[src/rtl/jtopl_pkg.sv]
// jtopl_pkg
// Shared constants for the YM3014-class serial DAC output path.
//   DAC_MANT_W / DAC_EXP_W : floating-point word field widths
//   SLOT_EXP_LO            : first bit slot carrying the exponent
//   SLOT_PAD_LO            : first padding/latch slot of a frame
//   DAC_RST_WORD           : encoding of a zero sample (m=0, e=1)
package jtopl_pkg;
    localparam int DAC_MANT_W  = 10;
    localparam int DAC_EXP_W   = 3;
    localparam int DAC_WORD_W  = DAC_MANT_W + DAC_EXP_W;

    // Word is sent LSB first: mantissa in slots 0..9, exponent in 10..12.
    localparam int SLOT_EXP_LO = DAC_MANT_W;
    localparam int SLOT_PAD_LO = DAC_WORD_W;

    localparam logic [DAC_WORD_W-1:0] DAC_RST_WORD = {3'd1, 10'd0};

    function automatic logic [DAC_WORD_W-1:0] dac_pack(
        input logic [DAC_EXP_W-1:0]  e,
        input logic [DAC_MANT_W-1:0] m
    );
        logic [DAC_WORD_W-1:0] w;
        w = '0;
        w[DAC_MANT_W-1:0]              = m;
        w[SLOT_EXP_LO +: DAC_EXP_W]    = e;
        return w;
    endfunction
endpackage

[src/rtl/jtopl_dac_fp.sv]
// jtopl_dac_fp
// Combinational signed 16-bit to DAC floating-point converter.
// The exponent is the smallest shift+1 (1..7) that brings the sample into
// the 10-bit signed range; the mantissa is the arithmetically shifted
// sample, so dropped low bits truncate toward -inf.
//   i_snd  : signed 16-bit sample
//   o_exp  : exponent, 1..7
//   o_mant : 10-bit two's complement mantissa
module jtopl_dac_fp
    import jtopl_pkg::*;
(
    input  logic [15:0]           i_snd,
    output logic [DAC_EXP_W-1:0]  o_exp,
    output logic [DAC_MANT_W-1:0] o_mant
);
    logic signed [15:0] w_shr;

    always_comb begin
        w_shr  = '0;
        o_exp  = 3'd7;
        o_mant = '0;
        // Walk from the largest shift down so the last hit is the smallest e.
        // e=7 always fits (32767>>6 = 511), so some iteration always hits.
        for (int e = 7; e >= 1; e--) begin
            w_shr = $signed(i_snd) >>> (e - 1);
            if (w_shr[15:9] == {7{w_shr[9]}}) begin
                o_exp  = 3'(e);
                o_mant = w_shr[9:0];
            end
        end
    end
endmodule

[src/rtl/jtopl_dac_ser.sv]
// jtopl_dac_ser
// Serialises the accumulator sample to a YM3014-class DAC.
// Each enabled clock is half a bit slot; a frame is FRAME_SLOTS slots
// (legal 14..32): 13 data slots followed by padding slots with sh high.
//   i_clk    : system clock
//   i_rst    : synchronous reset, active high
//   i_cen    : clock enable, one sy phase per enabled cycle
//   i_snd    : signed sample, captured on the frame-load cycle only
//   o_sample : one-clk pulse on the capture cycle
//   o_so     : serial data, LSB first
//   o_sy     : bit clock (low first half of slot, high second half)
//   o_sh     : latch strobe, high during padding slots
module jtopl_dac_ser
    import jtopl_pkg::*;
#(
    parameter int FRAME_SLOTS = 16
) (
    input  logic        i_clk,
    input  logic        i_rst,
    input  logic        i_cen,
    input  logic [15:0] i_snd,
    output logic        o_sample,
    output logic        o_so,
    output logic        o_sy,
    output logic        o_sh
);
    localparam int PH_N = 2 * FRAME_SLOTS;
    localparam int PH_W = $clog2(PH_N);
    localparam int SL_W = PH_W - 1;
    localparam logic [PH_W-1:0] PH_LAST  = PH_W'(PH_N - 1);
    localparam logic [SL_W-1:0] PAD_SLOT = SL_W'(SLOT_PAD_LO);

    logic [PH_W-1:0]       r_ph;
    logic [DAC_WORD_W-1:0] r_sr;
    logic                  r_so;
    logic                  r_sh;

    logic [DAC_EXP_W-1:0]  w_exp;
    logic [DAC_MANT_W-1:0] w_mant;
    logic [DAC_WORD_W-1:0] w_word;
    logic                  w_load;
    logic [PH_W-1:0]       w_ph_nxt;
    logic [SL_W-1:0]       w_slot_nxt;

    jtopl_dac_fp u_fp (
        .i_snd  (i_snd),
        .o_exp  (w_exp),
        .o_mant (w_mant)
    );

    assign w_word     = dac_pack(w_exp, w_mant);
    assign w_load     = i_cen && (r_ph == PH_LAST);
    assign w_ph_nxt   = w_load ? '0 : r_ph + PH_W'(1);
    assign w_slot_nxt = w_ph_nxt[PH_W-1:1];

    // r_sr[0] always mirrors the bit currently on so during data slots:
    // entering a new slot presents r_sr[1] and shifts by one.
    always_ff @(posedge i_clk) begin
        if (i_rst) begin
            r_ph <= '0;
            r_sr <= DAC_RST_WORD;
            r_so <= DAC_RST_WORD[0];
            r_sh <= 1'b0;
        end else if (i_cen) begin
            r_ph <= w_ph_nxt;
            if (w_load) begin
                r_sr <= w_word;
                r_so <= w_word[0];
                r_sh <= 1'b0;
            end else if (r_ph[0]) begin
                if (w_slot_nxt < PAD_SLOT) begin
                    r_so <= r_sr[1];
                    r_sr <= r_sr >> 1;
                end else begin
                    r_so <= 1'b0;
                end
                r_sh <= (w_slot_nxt >= PAD_SLOT);
            end
        end
    end

    assign o_sample = w_load && !i_rst;
    assign o_so     = r_so;
    assign o_sy     = r_ph[0];
    assign o_sh     = r_sh;
endmodule
[config.mk]
export PLATFORM = sky130hd
export DESIGN_NAME = jtopl_dac_ser
export DESIGN_NICKNAME = d
export VERILOG_FILES = /design/src/rtl/jtopl_pkg.sv /design/src/rtl/jtopl_dac_fp.sv /design/src/rtl/jtopl_dac_ser.sv
export SDC_FILE = /design/constraint.sdc
export NUM_CORES = 1
export LEC_CHECK = 0
export CAP_MARGIN = 20
export CORE_MARGIN = 3
export CORE_UTILIZATION = 40
export DETAILED_ROUTE_END_ITERATION = 8
export PLACE_DENSITY = 0.58
export SLEW_MARGIN = 20
export SYNTH_ARGS = -nofsm -noshare
export SYNTH_HDL_FRONTEND = slang
export SYNTH_HIERARCHICAL = 1
export SYNTH_SLANG_ARGS = --single-unit
[constraint.sdc]
create_clock -name i_clk -period 2.6 [get_ports i_clk]
set_input_delay 0.52 -clock i_clk [delete_from_list [all_inputs] [get_ports i_clk]]
set_output_delay 0.52 -clock i_clk [all_outputs]
set_load 0.05 [all_outputs]
==> results of run 1 <==
cells in the final DEF (no fill, tap or decap), types with 2 or more instances in the layout:
cell type / Yosys / routed
sky130_fd_sc_hd__o2bb2ai_1: 3 / 3
sky130_fd_sc_hd__a21oi_1: 22 / 22
sky130_fd_sc_hd__buf_4: 1 / 37
sky130_fd_sc_hd__buf_12: 0 / 2
sky130_fd_sc_hd__o32ai_1: 8 / 8
sky130_fd_sc_hd__or4_1: 5 / 5
sky130_fd_sc_hd__nor3_1: 12 / 12
sky130_fd_sc_hd__o21ai_0: 12 / 11
sky130_fd_sc_hd__nand2_1: 28 / 28
sky130_fd_sc_hd__nor4b_1: 8 / 8
sky130_fd_sc_hd__o21ai_1: 1 / 2
sky130_fd_sc_hd__a311oi_1: 2 / 2
sky130_fd_sc_hd__clkbuf_8: 0 / 3
sky130_fd_sc_hd__or3_1: 2 / 2
sky130_fd_sc_hd__or2_2: 2 / 2
sky130_fd_sc_hd__mux2_4: 8 / 8
sky130_fd_sc_hd__ha_1: 4 / 4
sky130_fd_sc_hd__and3_1: 4 / 4
sky130_fd_sc_hd__a31oi_1: 3 / 3
sky130_fd_sc_hd__nor2b_1: 11 / 11
sky130_fd_sc_hd__mux2i_1: 11 / 11
sky130_fd_sc_hd__dfxtp_1: 19 / 18
sky130_fd_sc_hd__clkdlybuf4s50_1: 0 / 21
sky130_fd_sc_hd__o221a_2: 4 / 4
sky130_fd_sc_hd__nor4_1: 12 / 11
sky130_fd_sc_hd__mux2_2: 2 / 2
sky130_fd_sc_hd__a211oi_1: 2 / 2
sky130_fd_sc_hd__o211ai_1: 8 / 8
sky130_fd_sc_hd__o2111a_1: 4 / 4
sky130_fd_sc_hd__o31ai_1: 11 / 11
sky130_fd_sc_hd__nor2_1: 18 / 17
sky130_fd_sc_hd__inv_1: 7 / 7
synthesized netlist by cell type (all sizes together) (2+ instances only):
master,count
or4,6
dfxtp,19
a31oi,3
nor2b,11
ha,4
clkbuf,14
buf,19
o21ai,13
a21oi,22
inv,7
o32ai,8
mux2,10
nand2,29
or3,3
o211ai,8
nor2,18
nand3,2
o2bb2ai,4
and2,2
o31ai,12
and3,5
nor3,12
nor4,12
a211oi,2
a311oi,2
nor4b,8
mux2i,11
o221a,4
o2111a,4
or2,2
xor2,2
through the flow:
stage,utilization [%],setup TNS (ns),cells
6_report,52.0,0,390
5_1_grt,52.0,-0.0732,390
4_1_cts,51.8,0,390
3_5_place_dp,51.0,-1.02,386
3_3_place_gp,51.0,-0.964,386
2_1_floorplan,-,0,288
final cells by class:
type,instances,area share [%]
inverter,7,0.976
tap,70,3.25
sequential,19,14.2
timing repair buffer,61,20.0
multi-input combinational,229,59.9
clock buffer,4,1.67
critical path, cell delays in order:
cell and delay, ns:
sky130_fd_sc_hd__clkdlybuf4s50_1 0.49, sky130_fd_sc_hd__inv_1 0.06, sky130_fd_sc_hd__ha_1 0.34, sky130_fd_sc_hd__or3b_2 0.45, sky130_fd_sc_hd__a31oi_1 0.21, sky130_fd_sc_hd__o32ai_1 0.13, sky130_fd_sc_hd__nand2_1 0.08, sky130_fd_sc_hd__a21oi_1 0.05
sky130_fd_sc_hd__mux2_4 0.27
cell families after synthesis:
logic type,synth area share [%]
fa+ha+maj,2.31
xor+xnor,1.16
simple gates,29.6
buf+inv,8.67
compound gates,29.0
flops,17.6
mux,11.7
routing by layer:
metal	GRT usage [%]	vias up	routed length [um]
met2	30.6	31	2670
met1	26.7	1095	2970
met4	2.06	0	25
li1	-	1162	-
met3	2.82	2	187
met5	0	-	0
sequential cells by signal, summed over array words and instances, names as in the netlist:
name,flops
r_sr,12
o_so,1
o_sh,1
r_ph,5
where the power goes:
part / total (mW) / internal (mW) / switching [mW]
clock network: 0.205 / 0.109 / 0.0966
logic: 0.299 / 0.141 / 0.158
registers: 0.302 / 0.297 / 0.00490
timing repair:
| action | 4_1_cts | 5_1_grt |
|---|---|---|
| endpoints found under the setup margin | 0 | 7 |
| resized for setup | 0 | 3 |
| endpoints found under the hold margin | 0 | 0 |
worst max-delay path by stage:
stage / startpoint / endpoint / slack, ns / depth (start not counted)
after floorplan: r_ph[0] / o_sample / 0.20 / 7
after global placement: i_snd[14] / r_sr[10] / -0.15 / 10
after detailed placement: i_snd[14] / r_sr[10] / -0.13 / 10
after CTS: i_snd[14] / r_sr[10] / 0.13 / 10
after global routing: i_snd[14] / r_sr[1] / -0.03 / 10
final: i_snd[14] / r_sr[7] / 0.15 / 9
==> impl_metrics.prom, run 1 <==
# TYPE chip_impl_metric gauge
chip_impl_metric{name="drt_pass1_iterations",unit=""} 4
chip_impl_metric{name="layout-drive-gt1-share",unit="%"} 22.8
chip_impl_metric{name="avgRoutedWirePerCell",unit="um"} 15.0
chip_impl_info{name="worst-setup-path-type",value="primary input to flop"} 1
chip_impl_metric{name="drt_iter0_drc",unit=""} 150
chip_impl_metric{name="clk_pin_slew_worst_paths",unit="ns"} 0.07
chip_impl_metric{name="cap_violations",unit=""} 0
chip_impl_metric{name="final_period_minus_worst_setup_slack",unit="ns"} 2.45
chip_impl_metric{name="total_die_area",unit="sq mm"} 0.00633
chip_impl_metric{name="synthArstFlopShare",unit="%"} 0
chip_impl_metric{name="wire_length_of_the_first_global_routing_pass",unit="um"} 9760
chip_impl_metric{name="dp_hpwl",unit="um"} 4340
chip_impl_metric{name="reg2reg_setup_slack",unit="ns"} 0.37
chip_impl_metric{name="antenna_cells",unit=""} 0
chip_impl_info{name="r2r-end",value="r_sr[11]"} 1
chip_impl_metric{name="r2r_cells",unit=""} 7
chip_impl_metric{name="final_cell_area",unit="sq mm"} 0.00269
chip_impl_metric{name="netlist_area",unit="sq mm"} 0.00217
chip_impl_metric{name="ctsLongestPathBuffers",unit=""} 2
chip_impl_metric{name="post-route-drc-count",unit=""} 0
chip_impl_metric{name="via_count_normalized_by_instance_count",unit=""} 5.87
chip_impl_metric{name="num-nets-final",unit=""} 344
chip_impl_info{name="tritoncts",value="built"} 1
chip_impl_info{name="min-delay-start",value="o_sh"} 1
chip_impl_metric{name="detailedPlace.worstSlack",unit="ns"} -0.127
chip_impl_metric{name="routability_cong",unit=""} 0.862
chip_impl_metric{name="synth.yosys.seq_area_share",unit="%"} 17.6
chip_impl_metric{name="yosys_warn_count",unit=""} 6
chip_impl_info{name="timing.rr.start",value="r_ph[0]"} 1
chip_impl_metric{name="die_h",unit="um"} 79.6
chip_impl_info{name="worst_setup_path_start_kind",value="primary input"} 1
chip_impl_info{name="synth_area_leaders",value="sky130_fd_sc_hd__dfxtp_1 (18%), sky130_fd_sc_hd__mux2_4 (5.5%), sky130_fd_sc_hd__a21oi_1 (5.1%)"} 1
chip_impl_metric{name="cellPowerDensity",unit="mW/mm^2"} 299
chip_impl_metric{name="timing.hold.worst_path_depth",unit=""} 2
chip_impl_info{name="outcome",value="finished, final reports clean"} 1
chip_impl_metric{name="combined_area_of_the_multi_input_logic_cells",unit="sq mm"} 0.00161
chip_impl_metric{name="initial_antenna_violation_count",unit=""} 0
chip_impl_metric{name="area_of_the_core_region",unit="sq mm"} 0.00517
chip_impl_metric{name="period_share",unit="%"} 94.4
chip_impl_metric{name="post-cts-setup-buffers",unit=""} 0
chip_impl_metric{name="design_power_total",unit="uW"} 806
chip_impl_metric{name="placement.io_buffers",unit=""} 22
chip_impl_metric{name="number_of_distinct_library_cells_after_synthesis",unit=""} 57
chip_impl_metric{name="crit_path_max_fanout",unit=""} 4
chip_impl_metric{name="dieWidth",unit="um"} 79.6
chip_impl_info{name="grt_setup_unrepaired",value="true"} 1
chip_impl_metric{name="initial_utilization",unit="%"} 41.9
chip_impl_metric{name="grt_pass1_vias",unit=""} 2100
chip_impl_metric{name="ys_seq_elements",unit=""} 19
chip_impl_metric{name="mappedNetlistNets",unit=""} 311
chip_impl_metric{name="via_count",unit=""} 2290
chip_impl_metric{name="crit_arrival",unit="ns"} 2.60
chip_impl_metric{name="cellLeakagePower",unit="nW"} 0.996
chip_impl_metric{name="slew_headroom",unit="%"} 54.1
chip_impl_metric{name="filler_cell_count",unit=""} 511
chip_impl_metric{name="hold_violations_final",unit=""} 0
chip_impl_metric{name="report.final.setup_viol",unit=""} 0
chip_impl_info{name="clockRootBuffer",value="sky130_fd_sc_hd__clkbuf_8"} 1
chip_impl_metric{name="cts_made_buffers",unit=""} 3
chip_impl_metric{name="synth-edff-count",unit=""} 0
chip_impl_metric{name="clock-skew-final",unit="ns"} 0.00418
chip_impl_metric{name="clock_sinks",unit=""} 19
chip_impl_metric{name="worst-endpoint-required",unit="ns"} 2.74
chip_impl_metric{name="area_taken_by_flip_flops_and_latches",unit="sq um"} 382
chip_impl_metric{name="final_number_of_max_transition_violations",unit=""} 0
chip_impl_info{name="worst_hold_path_type",value="flop to flop"} 1
chip_impl_metric{name="grt_start_max_net_pins",unit=""} 31
chip_impl_info{name="netlist.top_cell.by_area",value="sky130_fd_sc_hd__dfxtp_1"} 1
chip_impl_metric{name="grt_overflow",unit=""} 0
chip_impl_metric{name="synthCells",unit=""} 288
chip_impl_info{name="setup.worst_path.end_class",value="flop"} 1
chip_impl_info{name="min_to",value="o_sh"} 1
chip_impl_metric{name="worst-slew-pin-transition",unit="ns"} 0.685
chip_impl_metric{name="avgSynthCellArea",unit="sq um"} 7.52
chip_impl_metric{name="fmaxAchievable",unit="MHz"} 408
chip_impl_metric{name="pin_count",unit=""} 23
chip_impl_metric{name="post_dp_cell_area",unit="sq mm"} 0.00264
chip_impl_metric{name="fin_ws",unit="ns"} 0.147
chip_impl_metric{name="cts_hold_repair.buffers",unit=""} 0
chip_impl_metric{name="overall_global_routing_resource_usage",unit="%"} 18.7
chip_impl_info{name="synthFlopType",value="sky130_fd_sc_hd__dfxtp_1"} 1
chip_impl_metric{name="drt-total-wl",unit="um"} 5850
chip_impl_metric{name="synthToLayoutAreaGrowth",unit="%"} 24.3
chip_impl_metric{name="detail-route-antenna-nets",unit=""} 0
chip_impl_metric{name="num_rows",unit=""} 26
chip_impl_metric{name="worst_skew_pair_later_pin_latency",unit="ns"} 0.25
chip_impl_metric{name="hold-worst-slack",unit="ns"} 0.460
chip_impl_metric{name="power.ir.vdd_worst",unit="V"} 0.000194
chip_impl_metric{name="htree_num_levels",unit=""} 1
chip_impl_metric{name="synth_largest_type_area_fraction",unit="%"} 17.6
Power figures use the tool's default switching activity.
==> inputs of run 2 (changes only) <==
--- a/config.mk
+++ b/config.mk
@@ -6,8 +6,10 @@
 export NUM_CORES = 1
 export LEC_CHECK = 0
 export CAP_MARGIN = 20
+export CORE_ASPECT_RATIO = 0.9
 export CORE_MARGIN = 3
 export CORE_UTILIZATION = 40
+export CTS_CLUSTER_DIAMETER = 80
 export DETAILED_ROUTE_END_ITERATION = 8
 export PLACE_DENSITY = 0.58
 export SLEW_MARGIN = 20
==> impl_metrics.prom, run 2 (synthesized netlist as in run 1, its figures left out) <==
# TYPE chip_impl_metric gauge
chip_impl_info{name="worst_setup_path_start_kind",value="primary input"} 1
chip_impl_metric{name="cellPowerDensity",unit="mW/mm^2"} 295
chip_impl_metric{name="post-cts-setup-buffers",unit=""} 0
chip_impl_metric{name="post-route-drc-count",unit=""} 0
chip_impl_info{name="setup.worst_path.end_class",value="flop"} 1
chip_impl_metric{name="net-switching-power",unit="uW"} 267
chip_impl_metric{name="power.share.switching",unit="%"} 32.3
chip_impl_metric{name="final_cell_area",unit="sq mm"} 0.00280
chip_impl_info{name="grt_setup_unrepaired",value="true"} 1
chip_impl_metric{name="clock-skew-final",unit="ns"} 0.00357
chip_impl_metric{name="worstPathBufferInverterCount",unit=""} 2
chip_impl_metric{name="initial_antenna_violation_count",unit=""} 0
chip_impl_metric{name="clk_pin_slew_worst_paths",unit="ns"} 0.07
chip_impl_metric{name="slowest_delay",unit="ns"} 0.54
chip_impl_info{name="reg.largest.list",value="r_sr: 12 flops, r_ph: 5 flops"} 1
chip_impl_metric{name="final_number_of_max_transition_violations",unit=""} 0
chip_impl_info{name="mostFrequentLayoutCells",value="sky130_fd_sc_hd__buf_4 (41), sky130_fd_sc_hd__nand2_1 (28), sky130_fd_sc_hd__a21oi_1 (22), sky130_fd_sc_hd__clkdlybuf4s50_1 (20), sky130_fd_sc_hd__dfxtp_1 (18)"} 1
chip_impl_metric{name="fmaxAchievable",unit="MHz"} 396
chip_impl_metric{name="cellInternalPower",unit="uW"} 559
chip_impl_metric{name="antenna_cells",unit=""} 0
chip_impl_metric{name="share_seq_of_total_power",unit="%"} 36.5
chip_impl_metric{name="worst-slew-pin-transition",unit="ns"} 0.668
chip_impl_info{name="max_flop_register",value="r_sr"} 1
chip_impl_metric{name="overall_global_routing_resource_usage",unit="%"} 19.0
chip_impl_metric{name="cellLeakagePower",unit="nW"} 1.04
chip_impl_metric{name="avgRoutedWirePerCell",unit="um"} 15.5
chip_impl_info{name="cp_cell_sequence",value="clkdlybuf4s50_1 -> inv_1 -> ha_4 -> or3b_2 -> a31oi_4 -> o32ai_2 -> nand2_1 -> a21oi_1 -> mux2_4"} 1
chip_impl_metric{name="grt_pass1_vias",unit=""} 2016
chip_impl_metric{name="final_period_minus_worst_setup_slack",unit="ns"} 2.53
chip_impl_metric{name="synthToLayoutAreaGrowth",unit="%"} 29.2
chip_impl_metric{name="grt_overflow",unit=""} 0
chip_impl_info{name="worst_hold_path_type",value="flop to flop"} 1
chip_impl_metric{name="filler_cell_count",unit=""} 470
chip_impl_metric{name="dp_hpwl",unit="um"} 4520
chip_impl_metric{name="worst-endpoint-required",unit="ns"} 2.75
chip_impl_metric{name="slew_headroom",unit="%"} 55.3
chip_impl_info{name="timing.critical_path.max_delay_family",value="buffers and inverters"} 1
chip_impl_metric{name="total_die_area",unit="sq mm"} 0.00634
chip_impl_info{name="outcome",value="finished, final reports clean"} 1
chip_impl_metric{name="cts_made_buffers",unit=""} 3
chip_impl_metric{name="initial_utilization",unit="%"} 42.9
chip_impl_metric{name="num_rows",unit=""} 24
chip_impl_metric{name="place.detailed.instances",unit=""} 385
chip_impl_metric{name="period_share",unit="%"} 97.1
chip_impl_metric{name="combined_area_of_the_multi_input_logic_cells",unit="sq mm"} 0.00168
chip_impl_metric{name="area_taken_by_flip_flops_and_latches",unit="sq um"} 382
chip_impl_metric{name="via_count_normalized_by_instance_count",unit=""} 5.98
chip_impl_metric{name="crit_arrival",unit="ns"} 2.67
chip_impl_info{name="worst-setup-path-type",value="primary input to flop"} 1
chip_impl_metric{name="drt_iter0_drc",unit=""} 135
chip_impl_metric{name="via_count",unit=""} 2326
chip_impl_metric{name="comb_power_share",unit="%"} 38.6
chip_impl_metric{name="htree_num_levels",unit=""} 1
chip_impl_metric{name="area_of_the_core_region",unit="sq mm"} 0.00504
chip_impl_metric{name="layout.cells.non_filler",unit=""} 389
chip_impl_metric{name="layout-drive-gt1-share",unit="%"} 25.9
chip_impl_info{name="clockRootBuffer",value="sky130_fd_sc_hd__clkbuf_8"} 1
chip_impl_metric{name="power.ir.vdd_worst",unit="V"} 0.000219
chip_impl_metric{name="detail-route-antenna-nets",unit=""} 0
chip_impl_metric{name="cap_violations",unit=""} 0
chip_impl_metric{name="largest_reg_flops",unit=""} 12
chip_impl_metric{name="power.clock.fraction",unit="%"} 24.9
chip_impl_metric{name="num-nets-final",unit=""} 348
chip_impl_metric{name="placement.io_buffers",unit=""} 22
chip_impl_metric{name="ctsLongestPathBuffers",unit=""} 2
chip_impl_metric{name="hold_violations_final",unit=""} 0
chip_impl_metric{name="grt_start_max_net_pins",unit=""} 31
chip_impl_metric{name="dieWidth",unit="um"} 83.6
chip_impl_metric{name="routability_cong",unit=""} 0.819
chip_impl_info{name="tritoncts",value="built"} 1
chip_impl_metric{name="die_h",unit="um"} 75.8
chip_impl_metric{name="clock_sinks",unit=""} 19
chip_impl_metric{name="worst_skew_pair_later_pin_latency",unit="ns"} 0.26
chip_impl_metric{name="crit_path_max_fanout",unit=""} 5
chip_impl_metric{name="pin_count",unit=""} 23
chip_impl_metric{name="wire_length_of_the_first_global_routing_pass",unit="um"} 9890
chip_impl_info{name="mostFrequentLayoutCell",value="sky130_fd_sc_hd__buf_4"} 1
chip_impl_info{name="cpMaxStageDelayCell",value="sky130_fd_sc_hd__clkdlybuf4s50_1"} 1
chip_impl_metric{name="report.final.setup_viol",unit=""} 0
chip_impl_metric{name="drt_pass1_iterations",unit=""} 4
chip_impl_metric{name="post_dp_cell_area",unit="sq mm"} 0.00267
chip_impl_metric{name="drt-total-wl",unit="um"} 6030
==> run 2: worst paths after layout <==
| check | slack (ns) | depth (start not counted) | to | startpoint |
|---|---|---|---|---|
| min reg2reg | 0.46 | 2 | o_sh | o_sh |
| max | 0.07 | 9 | r_sr[7] | i_snd[14] |
| min | 0.46 | 2 | o_sh | o_sh |
| max reg2reg | 0.46 | 7 | r_sr[11] | r_ph[0] |
==> run 2: timing repair <==
| action | in CTS | in global routing |
|---|---|---|
| setup endpoints to repair | 0 | 7 |
| gates resized for setup | 0 | 12 |
| hold buffers | 0 | 0 |
==> run 2: worst register-to-register path: stages, from the launching register on <==
cell	delay, ns
sky130_fd_sc_hd__dfxtp_2	0.36
sky130_fd_sc_hd__ha_1	0.25
sky130_fd_sc_hd__and3_2	0.22
sky130_fd_sc_hd__ha_1	0.18
sky130_fd_sc_hd__and2_4	0.21
sky130_fd_sc_hd__o31ai_4	0.28
sky130_fd_sc_hd__buf_12	0.19
sky130_fd_sc_hd__mux2_2	0.33
==> run 2: layout make-up <==
| class | instances | area share [%] |
|---|---|---|
| clock buffers | 4 | 1.61 |
| inverters | 7 | 0.939 |
| multi-input cells | 229 | 60.2 |
| flip-flops and latches | 19 | 13.6 |
| well taps | 65 | 2.91 |
| repair buffers | 65 | 20.8 |
==> run 2: power groups by stage <==
stage	Combinational (mW)	Sequential, mW	Clock (mW)
final	0.319	0.302	0.206
after detailed placement	0.302	0.308	0
after global placement	0.302	0.308	0
after floorplan	0.177	0.314	0
after global routing	0.346	0.302	0.228
after CTS	0.304	0.302	0.218
==> run 2: through the flow <==
step | power (mW) | setup TNS (ns) | hold slack, ns | worst slack (ns) | utilization [%]
2_1_floorplan | 0.491 | 0 | 0.445 | 0.204 | -
3_3_place_gp | 0.611 | -1.38 | 0.446 | -0.214 | 53.0
3_5_place_dp | 0.611 | -1.71 | 0.451 | -0.229 | 53.0
4_1_cts | 0.824 | 0 | 0.464 | 0.0299 | 53.9
5_1_grt | 0.876 | -0.0174 | 0.485 | -0.0130 | 55.5
6_report | 0.827 | 0 | 0.461 | 0.0747 | 55.5
==> run 2: metal layers <==
| metal | share of wire (%) | track usage, % | vias to the layer above |
|---|---|---|---|
| met3 | 4.0 | 2.81 | 8 |
| met2 | 42 | 28.2 | 53 |
| met1 | 53 | 28.6 | 1097 |
| met5 | 0 | 0 | - |
| met4 | 1.6 | 5.00 | 0 |
| li1 | - | - | 1168 |
==> inputs of run 3 (changes only) <==
--- a/config.mk
+++ b/config.mk
@@ -11,6 +11,7 @@
 export CORE_UTILIZATION = 40
 export CTS_CLUSTER_DIAMETER = 80
 export DETAILED_ROUTE_END_ITERATION = 8
+export HOLD_SLACK_MARGIN = 0.02
 export PLACE_DENSITY = 0.58
 export SLEW_MARGIN = 20
 export SYNTH_ARGS = -nofsm -noshare
==> results of run 3 <==
Final layout, timing and power as in run 2 (identical DEF).
